## src/rtl/cmp_pkg.sv

```systemverilog
// Shared definitions for comparator-interface consumers: state encoding,
// flag bundle order {gt,lt,eq}, decoded relation and default operand width.
package cmp_pkg;

  localparam int CMP_WIDTH = 8;

  localparam logic [1:0] S_IDLE   = 2'd0;
  localparam logic [1:0] S_TEST   = 2'd1;
  localparam logic [1:0] S_VERIFY = 2'd2;
  localparam logic [1:0] S_DONE   = 2'd3;

  typedef struct packed {
    logic gt;
    logic lt;
    logic eq;
  } cmp_flags_t;

  typedef enum logic [1:0] {
    REL_LT = 2'd0,
    REL_GT = 2'd1,
    REL_EQ = 2'd2
  } cmp_rel_t;

endpackage

```

## src/rtl/cmp_flag_check.sv

```systemverilog
// Validates and decodes a comparator flag triple. onehot_ok is a strict
// (===) one-hot test; rel resolves eq > gt > lt, none asserted reads as lt.
module cmp_flag_check
  import cmp_pkg::*;
(
  input  logic     gt,
  input  logic     lt,
  input  logic     eq,
  output logic     onehot_ok,
  output cmp_rel_t rel
);

  cmp_flags_t flags;

  assign flags = '{gt: gt, lt: lt, eq: eq};

  assign onehot_ok = (flags === 3'b100) || (flags === 3'b010) || (flags === 3'b001);

  always_comb begin
    rel = REL_LT;
    if (eq)      rel = REL_EQ;
    else if (gt) rel = REL_GT;
  end

endmodule

```

## src/rtl/cmp_search.sv

```systemverilog
// Successive-approximation search driving an external magnitude comparator.
// Optional strict flag checking is enabled by defining CMP_SEARCH_CHECK_EN.
module cmp_search
  import cmp_pkg::*;
#(
  parameter int WIDTH = CMP_WIDTH
) (
  input  logic             clk,
  input  logic             rst,
  input  logic             start,
  input  logic             gt,
  input  logic             lt,
  input  logic             eq,
  output logic [WIDTH-1:0] probe,
  output logic             busy,
  output logic             done,
  output logic             found,
  output logic             err,
  output logic [WIDTH-1:0] result
);

  localparam int BW = (WIDTH > 1) ? $clog2(WIDTH) : 1;
  localparam logic [BW-1:0] TOP_BIT = BW'(WIDTH - 1);
  localparam logic [WIDTH-1:0] FIRST_PROBE = {1'b1, {(WIDTH-1){1'b0}}};

  logic [1:0]    state;
  logic [BW-1:0] bit_idx;
  logic          onehot_ok;
  cmp_rel_t      rel;

  cmp_flag_check u_check (
    .gt       (gt),
    .lt       (lt),
    .eq       (eq),
    .onehot_ok(onehot_ok),
    .rel      (rel)
  );

  assign busy = (state == S_TEST) || (state == S_VERIFY);
  assign done = (state == S_DONE);

`ifndef CMP_SEARCH_CHECK_EN
  logic unused_onehot;
  assign unused_onehot = onehot_ok;
  assign err = 1'b0;
`endif

  always_ff @(posedge clk or posedge rst) begin
    if (rst) begin
      state   <= S_IDLE;
      bit_idx <= TOP_BIT;
      probe   <= '0;
      found   <= 1'b0;
      result  <= '0;
`ifdef CMP_SEARCH_CHECK_EN
      err     <= 1'b0;
`endif
    end else begin
      case (state)
        S_IDLE: begin
          if (start) begin
            state   <= S_TEST;
            probe   <= FIRST_PROBE;
            bit_idx <= TOP_BIT;
            found   <= 1'b0;
            result  <= '0;
`ifdef CMP_SEARCH_CHECK_EN
            err     <= 1'b0;
`endif
          end
        end
        S_TEST: begin
`ifdef CMP_SEARCH_CHECK_EN
          if (!onehot_ok) begin
            err    <= 1'b1;
            found  <= 1'b0;
            result <= probe;
            state  <= S_DONE;
          end else
`endif
          if (rel == REL_EQ) begin
            result <= probe;
            found  <= 1'b1;
            state  <= S_DONE;
          end else begin
            // gt clears the bit under test; lt leaves it set
            if (rel == REL_GT) probe[bit_idx] <= 1'b0;
            if (bit_idx != '0) begin
              probe[bit_idx - 1'b1] <= 1'b1;
              bit_idx <= bit_idx - 1'b1;
            end else begin
              state <= S_VERIFY;
            end
          end
        end
        S_VERIFY: begin
          result <= probe;
          state  <= S_DONE;
`ifdef CMP_SEARCH_CHECK_EN
          if (!onehot_ok) begin
            err   <= 1'b1;
            found <= 1'b0;
          end else
`endif
          if (rel == REL_EQ) begin
            found <= 1'b1;
          end else begin
            found <= 1'b0;
`ifdef CMP_SEARCH_CHECK_EN
            err   <= 1'b1;
`endif
          end
        end
        default: state <= S_IDLE;
      endcase
    end
  end

endmodule

```

## config.mk

```make
export PLATFORM = sky130hd
export DESIGN_NAME = cmp_search
export DESIGN_NICKNAME = d
export VERILOG_FILES = /design/src/rtl/cmp_pkg.sv /design/src/rtl/cmp_flag_check.sv /design/src/rtl/cmp_search.sv
export SDC_FILE = /design/constraint.sdc
export NUM_CORES = 1
export LEC_CHECK = 0
export CAP_MARGIN = 20
export CORE_MARGIN = 8
export CORE_UTILIZATION = 53
export CTS_CLUSTER_DIAMETER = 200
export DETAILED_ROUTE_END_ITERATION = 7
export PLACE_DENSITY = 0.83
export SYNTH_ARGS = -nofsm -noshare
export SYNTH_HDL_FRONTEND = slang
export SYNTH_SLANG_ARGS = --single-unit
```

## constraint.sdc

```tcl
create_clock -name clk -period 4.1 [get_ports clk]
set_clock_uncertainty 0.05 [all_clocks]
set_input_delay 0.615 -clock clk [delete_from_list [all_inputs] [get_ports clk]]
set_output_delay 0.615 -clock clk [all_outputs]
set_load 0.005 [all_outputs]
```

==> flow_metrics.tcl, run 1 <==
set metrics [dict create \
    status "completed" \
    fin_nets 166 \
    seq_area_um2 554.3 \
    hp-class "reg -> reg" \
    drcViolationCount 0 \
    grt_overflow 0 \
    post_cts_buffers 0 \
    fmax_mhz 394.8 \
    yosysMostFrequentCell "nand2_1" \
    dr.pass1.iters 4 \
    area_growth_pct 21.84 \
    postCtsResizedCells 0 \
    cp_cell_sequence "inv_1, ha_1, clkdlybuf4s50_1" \
    cts_sinks 22 \
    holdBufCountCts 0 \
    max-cap-violations 0 \
    p_leak_nw 0.6797 \
    coreArea_mm2 0.002191 \
    pwr_density_cell_mw_per_mm2 657.4 \
    io_buffers 23 \
    tightestPinTransition_ns 0.8168 \
    critPathMaxStageDelay_ns 0.57 \
    multi_input_area_um2 619.3 \
    grt_max_degree 23 \
    ys_seq_area_share_pct 45.20 \
    cp-start-kind "register" \
    routed_wl_um 2749 \
    chipWidth_um 64.10 \
    hold_viol_final 0 \
    avgSynthCellArea_um2 9.289 \
    fin_area_mm2 0.001494 \
    async_flop_share_pct 100.0 \
    n_antenna_cell 0 \
    dpl-instance-area_mm2 0.001458 \
    routed_via_density 6.006 \
    min_period_ns 2.533 \
    highest_layer "met4" \
    ir_worst_vdd_mv 0.5042 \
    netlist_area_mm2 0.001226 \
    drv_slew 0 \
    synth_top_area_cell "dfrtp_1" \
    grt_pass1_vias 1059 \
    synthTopCellsByArea "dfrtp_1 (39%), nand2_1 (10%), dfstp_2 (6.4%), ha_1 (6.1%), o211ai_1 (4.9%)" \
    ys_top_cells_by_count "nand2_1 (33), dfrtp_1 (19), nand3_1 (11)" \
    ys_warn_count 0 \
    setup_viol 0 \
    slowest_stage "clkdlybuf4s50_1" \
    final_antenna_net_count 0 \
    io_pins 26 \
    cp_data_required_time_ns 3.43 \
    ctsHtreeMaxLevel 1 \
    finalCritPeriodShare_pct 61.79 \
    dpl.hpwl_um 2099 \
    dr_wl_met3_um 230 \
    cts_tree "done" \
    setup_tns_ns 0 \
    antenna_found_initial 0 \
    drt_iter0_drc 46 \
    numCtsBuffers 3 \
    cts-root-buf "clkbuf_4" \
    finalWeightedCongestion 0.8944 \
    rows 17 \
    num_vias 1087 \
    wire_per_inst_um 15.19 \
    clk_latency_ns 0.30 \
    clk_pin_slew_ns 0.12 \
    end_kind "output pin" \
    grt_setup_unrepaired "no" \
    cp_max_fo 11 \
    synth_cells 132 \
    synth_top_area_share_pct 38.78 \
    die-area_mm2 0.004109 \
    die_h_um 64.10 \
    synthFlopType "dfrtp_1" \
    start_util_pct 55.97 \
    worstPathArrival_ns 1.87 \
    drive_above_1_share_pct 9.804 \
    wl_met1_um 1111 \
    fillCellCount 180 \
    maxSlewHeadroom_pct 45.48 \
    max-clock-path-buffers 2 \
    gr-usage-all-layers_pct 13.65 \
    grt_pass1_wl_um 4664 \
    synth_edf_count 0 \
    wl_met2_um 1350 \
    critPathKind "reg -> out" \
    synth_fp_nets 144 \
    ys_ff_latch 22 \
    synthDistinctLibCells 36 \
]
-- logic make-up (layout without fill, tap and decap cells) --
logic type               count (synthesis)  count (layout)  share of synthesized area, %
multiplexers                             2               2                         1.837
AO/OA/AOI/OAI                           26              26                         16.02
flip-flops                              22              22                         45.20
AND/OR/NAND/NOR                         62              62                         24.80
buffers and inverters                   11              32                         4.286
adder cells (fa/ha/maj)                  6               6                         6.122
other                                    1               1                        0.3058
XOR/XNOR                                 2               2                         1.429
-- where the power goes --
| part | switching, mW | internal, mW | leakage [nW] |
|---|---|---|---|
| Clock | 0.0628 | 0.0542 | 0.0210 |
| Sequential | 0.0646 | 0.286 | 0.284 |
| Combinational | 0.284 | 0.230 | 0.374 |
-- registers in the layout, summed over array words and instances (netlist names) --
name     cells
state        2
probe        8
result       8
found        1
bit_idx      3
-- critical path: cells and delay by family, from the launching register on --
family	cells	cell delay, ns
adders and majority gates	1	0.49
buffers and inverters	2	0.66
DFF	1	0.42
-- cell type report --
class,count,share of cell area [%]
multi-input combinational,99,41.46
clock buffer,4,2.429
tap,28,2.345
sequential,22,37.10
timing repair buffer,23,15.41
inverter,5,1.256
-- stage by stage --
| stage | util [%] | hold slack, ns | setup slack (ns) | cells | power (mW) |
|---|---|---|---|---|---|
| global route | 68.19 | 0.4588 | 1.491 | 181 | 1.055 |
| finish | 68.19 | 0.4260 | 1.567 | 181 | 0.9821 |
| floorplan | - | 0.4128 | 2.173 | 132 | 0.6797 |
| detailed placement | 66.53 | 0.4063 | 1.637 | 177 | 0.8665 |
| global placement | 66.53 | 0.3982 | 1.674 | 177 | 0.8402 |
| CTS | 68.19 | 0.4330 | 1.575 | 181 | 0.9849 |
-- per-layer routing --
layer,track usage (%),up-vias
met2,24.47,54
li1,-,508
met3,3.659,9
met1,15.03,516
met4,5.177,0
met5,0,-
-- cells in the final DEF (no fill, tap or decap) --
cell and instances:
clkbuf_4 3, a31oi_1 1, o21ai_0 3, o211ai_2 1, a21boi_0 1, clkbuf_8 1
a21o_1 2, conb_1 1, nor2b_4 1, o2111ai_1 1, dfstp_2 3, nand3b_1 1
nor2b_2 1, inv_1 5, nand3_1 11, o311ai_0 4, xor2_1 1, or3_4 1
nor3_2 1, a22o_1 1, a21oi_1 2, and2b_1 1, o311ai_1 2, nand2_1 33
or3_1 2, or3b_2 1, nand2b_1 3, xnor2_1 1, o211ai_1 8, ha_1 6
dfrtp_1 19, clkdlybuf4s50_1 23, nor2_1 5, mux2_2 2, or4_1 1
-- worst paths after layout --
kind / start / endpoint / slack, ns / cells after the start
max: state[1]$_DFFE_PP0P_ / busy / 1.57 / 3
min: result[0]$_DFFE_PP0P_ / result[0]$_DFFE_PP0P_ / 0.43 / 2
max reg2reg: state[1]$_DFFE_PP0P_ / probe[3]$_DFFE_PP0P_ / 1.90 / 6
min reg2reg: result[0]$_DFFE_PP0P_ / result[0]$_DFFE_PP0P_ / 0.43 / 2
max in group asynchronous: rst / state[1]$_DFFE_PP0P_ / 2.79 / 2
min in group asynchronous: rst / result[4]$_DFFE_PP0P_ / 0.71 / 2
(Power assumes the default switching activity.)
==> inputs of run 2 (changes only) <==
- CORE_UTILIZATION: 53 -> 50
- PLACE_DENSITY: 0.83 -> 0.79
- clock period: 4.1 -> 2.6 ns (I/O delays scaled with it)
==> flow_metrics.tcl, run 2 (synthesized netlist as in run 1, its figures left out) <==
set metrics [dict create \
    p_leak_nw 0.6797 \
    n_antenna_cell 0 \
    cts_sinks 22 \
    max-cap-violations 0 \
    start_util_pct 50.88 \
    finalCritPeriodShare_pct 89.83 \
    critPathMaxStageDelay_ns 0.57 \
    min_period_ns 2.336 \
    dp_cells 179 \
    reg2regPathDepth 6 \
    io_buffers 23 \
    area_growth_pct 22.04 \
    post_cts_buffers 0 \
    cp-start-kind "register" \
    routed_via_density 5.907 \
    p_sw_uw 649.5 \
    fin_total_pwr_mw 1.550 \
    regToRegSetupSlack_ns 0.42 \
    max-clock-path-buffers 2 \
    r2r_end "probe[3]$_DFFE_PP0P_" \
    cp_data_required_time_ns 2.16 \
    min_path_cells 2 \
    setup_viol 0 \
    clkPwrFrac_pct 12.1 \
    instances_no_fill 183 \
    pwr-share-comb_pct 51.8 \
    worst_hold_slack_ns 0.4279 \
    fmax_mhz 428.2 \
    drive_above_1_share_pct 9.804 \
    worstHoldStart "result[6]$_DFFE_PP0P_" \
    switching_share_pct 41.91 \
    r2r-start "bit_idx[0]$_DFFE_PP1P_" \
    coreArea_mm2 0.002410 \
    cts_tree "done" \
    finalWeightedCongestion 0.9467 \
    postCtsResizedCells 0 \
    seqPwrFrac_pct 36.1 \
    grt_setup_unrepaired "no" \
    slowest_stage "clkdlybuf4s50_1" \
    fin_area_mm2 0.001496 \
    worstPathArrival_ns 1.90 \
    critPathKind "reg -> out" \
    die_h_um 65.52 \
    finalWorstSetupSlack_ns 0.2644 \
    cp_cell_sequence "inv_1, ha_1, clkdlybuf4s50_1" \
    ctsHtreeMaxLevel 1 \
    cts-root-buf "clkbuf_4" \
    status "completed" \
    final_common_cell "nand2_1" \
    end_kind "output pin" \
    cp_max_fo 11 \
    pwr_density_cell_mw_per_mm2 1035 \
    num_vias 1081 \
    numCtsBuffers 3 \
    wire_per_inst_um 14.90 \
    reg_top3 "probe x8, result x8, bit_idx x3" \
    grt_max_degree 23 \
    gr-usage-all-layers_pct 13.61 \
    drv_slew 0 \
    tightestPinTransition_ns 0.8323 \
    clk_latency_ns 0.31 \
    holdBufCountCts 0 \
    ir_worst_vdd_mv 0.7749 \
    clk_pin_slew_ns 0.12 \
    final_util_pct 62.10 \
    drcViolationCount 0 \
    final_antenna_net_count 0 \
    fillCellCount 215 \
    grt_overflow 0 \
    grt_pass1_wl_um 4816 \
    dpl.hpwl_um 2122 \
    routed_wl_um 2727 \
    post-place-ws_ns 0.3826 \
    holdPathEnd "result[6]$_DFFE_PP0P_" \
    maxSlewHeadroom_pct 44.45 \
    fin_nets 166 \
    dr.pass1.iters 4 \
    die-area_mm2 0.004293 \
    hp-class "reg -> reg" \
    setup_tns_ns 0 \
    grt_pass1_vias 1064 \
    drt_iter0_drc 71 \
    dpl-instance-area_mm2 0.001460 \
    chipWidth_um 65.52 \
    hold_viol_final 0 \
    p_int_uw 900.0 \
    rows 18 \
    antenna_found_initial 0 \
    mostFrequentLayoutCells "nand2_1 (33), clkdlybuf4s50_1 (23), dfrtp_1 (19), nand3_1 (11), o211ai_1 (8)" \
    io_pins 26 \
]
[run 2: worst max-delay path by stage]
stage / start / endpoint / slack, ns / cells past startpoint
after floorplan: bit_idx[1]$_DFFE_PP1P_ / probe[3]$_DFFE_PP0P_ / 0.67 / 6
after global placement: eq / probe[3]$_DFFE_PP0P_ / 0.41 / 5
after detailed placement: eq / probe[3]$_DFFE_PP0P_ / 0.38 / 5
after CTS: state[0]$_DFFE_PP0P_ / busy / 0.26 / 3
after global routing: state[0]$_DFFE_PP0P_ / busy / 0.17 / 3
final: state[0]$_DFFE_PP0P_ / busy / 0.26 / 3
[run 2: power groups by stage]
stage	logic (mW)	registers [mW]	clock network [mW]
after detailed placement	0.801	0.564	0
after CTS	0.805	0.557	0.191
after global routing	0.888	0.572	0.211
final	0.803	0.559	0.187
after global placement	0.778	0.555	0
after floorplan	0.549	0.523	0
[run 2: final cells by class]
class | count | area [µm²] | area share, %
well taps | 30 | 37.54 | 2.508
clock buffers | 4 | 36.28 | 2.425
inverters | 5 | 18.77 | 1.254
repair buffers | 23 | 230.2 | 15.38
multi-input cells | 99 | 619.3 | 41.39
flip-flops and latches | 22 | 554.3 | 37.04
[run 2: critical path: cells and delay by family (launching register included)]
family / cells / cell delay (ns)
buffers and inverters: 2 / 0.66
adders and majority gates: 1 / 0.49
DFF: 1 / 0.43
[run 2: layer usage]
layer  GRT usage, %  wire, µm  share of wire (%)  up-vias
met5              0         0                  0        -
met4          2.997        40                1.5        0
met3          4.252       186                6.8        7
met2          25.46      1362                 50       37
met1          14.48      1138                 42      531
li1               -         -                  -      506
==> inputs of run 3 (changes only) <==
- ABC_AREA: unset -> 1
- CORE_UTILIZATION: 50 -> 51
- SKIP_CTS_REPAIR_TIMING: unset -> 1
==> flow_metrics.tcl, run 3 <==
set metrics [dict create \
    fin_total_pwr_mw 1.901 \
    grt_pass1_wl_um 5112 \
    setup_viol 0 \
    start_util_pct 53.26 \
    yosysMostFrequentCell "nand2_1" \
    max-cap-violations 0 \
    synth_top_area_share_pct 36.36 \
    end_kind "output pin" \
    io_buffers 23 \
    clk_latency_ns 0.30 \
    synthDistinctLibCells 25 \
    grt_max_degree 23 \
    mostFrequentLayoutCells "nand2_1 (72), clkdlybuf4s50_1 (23), dfrtp_1 (19), inv_1 (14)" \
    grt_pass1_vias 1126 \
    p_leak_nw 0.7720 \
    num_vias 1153 \
    grt.busiest_layer "met2" \
    finalWeightedCongestion 0.8942 \
    post-place-ws_ns 0.6249 \
    async_flop_share_pct 100.0 \
    critPathKind "reg -> out" \
    cts_sinks 22 \
    rows 18 \
    slowest_stage "clkdlybuf4s50_1" \
    dpl.hpwl_um 2231 \
    ys_ff_latch 22 \
    maxSlewHeadroom_pct 46.66 \
    max-clock-path-buffers 2 \
    chipWidth_um 66.64 \
    ir_worst_vdd_mv 0.6444 \
    cts_tree "done" \
    io_pins 26 \
    drv_slew 0 \
    final_antenna_net_count 0 \
    drt_iter0_drc 66 \
    avgSynthCellArea_um2 7.471 \
    netlist_area_mm2 0.001308 \
    die-area_mm2 0.004440 \
    gr-usage-met3_pct 2.181 \
    grt_overflow 0 \
    reg_top3 "probe x8, result x8, bit_idx x3" \
    synth_edf_count 0 \
    final_util_pct 65.09 \
    fmax_mhz 432.9 \
    drive_above_1_share_pct 11.11 \
    grt.met2_usage_pct 25.69 \
    hold_viol_final 0 \
    routed_via_density 5.057 \
    pwr_density_cell_mw_per_mm2 1190 \
    numCtsBuffers 3 \
    use_met1_pct 17.50 \
    worstPathArrival_ns 1.87 \
    antenna_found_initial 0 \
    setup_tns_ns 0 \
    synthFlopType "dfrtp_1" \
    grt_setup_unrepaired "no" \
    cp-start-kind "register" \
    ys_warn_count 0 \
    synthTopCellsByArea "dfrtp_1 (36%), nand2_1 (21%), dfstp_2 (6.0%), ha_1 (5.7%), nand3_1 (4.6%)" \
    drcViolationCount 0 \
    finalCritPeriodShare_pct 88.84 \
    synth_cells 175 \
    clk_pin_slew_ns 0.13 \
    finalWorstSetupSlack_ns 0.2903 \
    area_growth_pct 22.20 \
    n_antenna_cell 0 \
    critPathMaxStageDelay_ns 0.57 \
    cp_data_required_time_ns 2.16 \
    regToRegSetupSlack_ns 0.95 \
    cts-root-buf "clkbuf_4" \
    cp_cell_sequence "inv_1, ha_1, clkdlybuf4s50_1" \
    coreArea_mm2 0.002455 \
    min_period_ns 2.310 \
    synth_top_area_cell "dfrtp_1" \
    wire_per_inst_um 12.40 \
    cp_max_fo 11 \
    final_common_cell "nand2_1" \
    ys_seq_area_share_pct 42.39 \
    fin_nets 211 \
    tightestPinTransition_ns 0.7993 \
    gr-usage-all-layers_pct 14.16 \
    ys_top_cells_by_count "nand2_1 (72), dfrtp_1 (19), inv_1 (14)" \
    hp-class "reg -> reg" \
    status "completed" \
    dr.pass1.iters 4 \
    ctsHtreeMaxLevel 1 \
    die_h_um 66.64 \
    fillCellCount 216 \
    routed_wl_um 2827 \
    synth_fp_nets 187 \
]
run 3: changes by cell type in the layout (fill, tap and decap cells not counted), sizes merged, moves of 2 or more:
cell,change
nor2b,-2
or3,-3
mux2,-2
o21ai,+12
o211ai,-9
nand2b,-3
nor2,+11
a21o,-2
inv,+11
nand2,+44
o311ai,-6
run 3: final timing paths:
kind,from,endpoint,depth (start not counted)
worst max-delay path,state[0]$_DFFE_PP0P_,busy,3
worst min-delay path,result[2]$_DFFE_PP0P_,result[2]$_DFFE_PP0P_,2
worst max register to register,bit_idx[0]$_DFFE_PP1P_,probe[4]$_DFFE_PP0P_,7
worst min register to register,result[2]$_DFFE_PP0P_,result[2]$_DFFE_PP0P_,2
max in group asynchronous,rst,probe[2]$_DFFE_PP0P_,2
min in group asynchronous,rst,result[7]$_DFFE_PP0P_,2
run 3: cell type report:
cell class	count	area (µm²)	area share, %
clock buffer	3	22.52	1.410
clock inverter	1	30.03	1.879
inverter	17	66.31	4.150
multi-input combinational	132	656.9	41.11
sequential	22	554.3	34.69
tap	30	37.54	2.349
timing repair buffer	23	230.2	14.41
run 3: critical path: cells and delay by family, from the launching register on:
family / cells / cell delay (ns)
buf+inv: 2 / 0.65
fa+ha+maj: 1 / 0.48
flops: 1 / 0.43
run 3: layer usage:
layer  part of all wire [%]  vias to the layer above
li1                       -                      589
met1                     43                      530
met2                     49                       34
met3                    7.7                        0
met4                      0                        0
met5                      0                        -
run 3: cells by family after synthesis:
group / Yosys count / share of synthesized area, %
other cells: 1 / 0.2868
compound gates: 19 / 8.421
flops: 22 / 42.39
buf+inv: 21 / 7.367
simple gates: 106 / 35.79
fa+ha+maj: 6 / 5.741
run 3: power by group:
part | switching (mW) | internal, mW | leakage (nW)
clock network | 0.105 | 0.156 | 0.0279
registers | 0.116 | 0.480 | 0.284
logic | 0.618 | 0.426 | 0.460
total | 0.839 | 1.06 | 0.772
run 3: per-stage QoR:
| step | hold WS, ns | std cells | instance area, µm² |
|---|---|---|---|
| final | 0.4572 | 228 | 1598 |
| after global routing | 0.4904 | 228 | 1598 |
| after CTS | 0.4578 | 228 | 1598 |
| after detailed placement | 0.4275 | 224 | 1545 |
| after global placement | 0.4174 | 224 | 1545 |
| after floorplan | 0.3270 | 175 | 1308 |
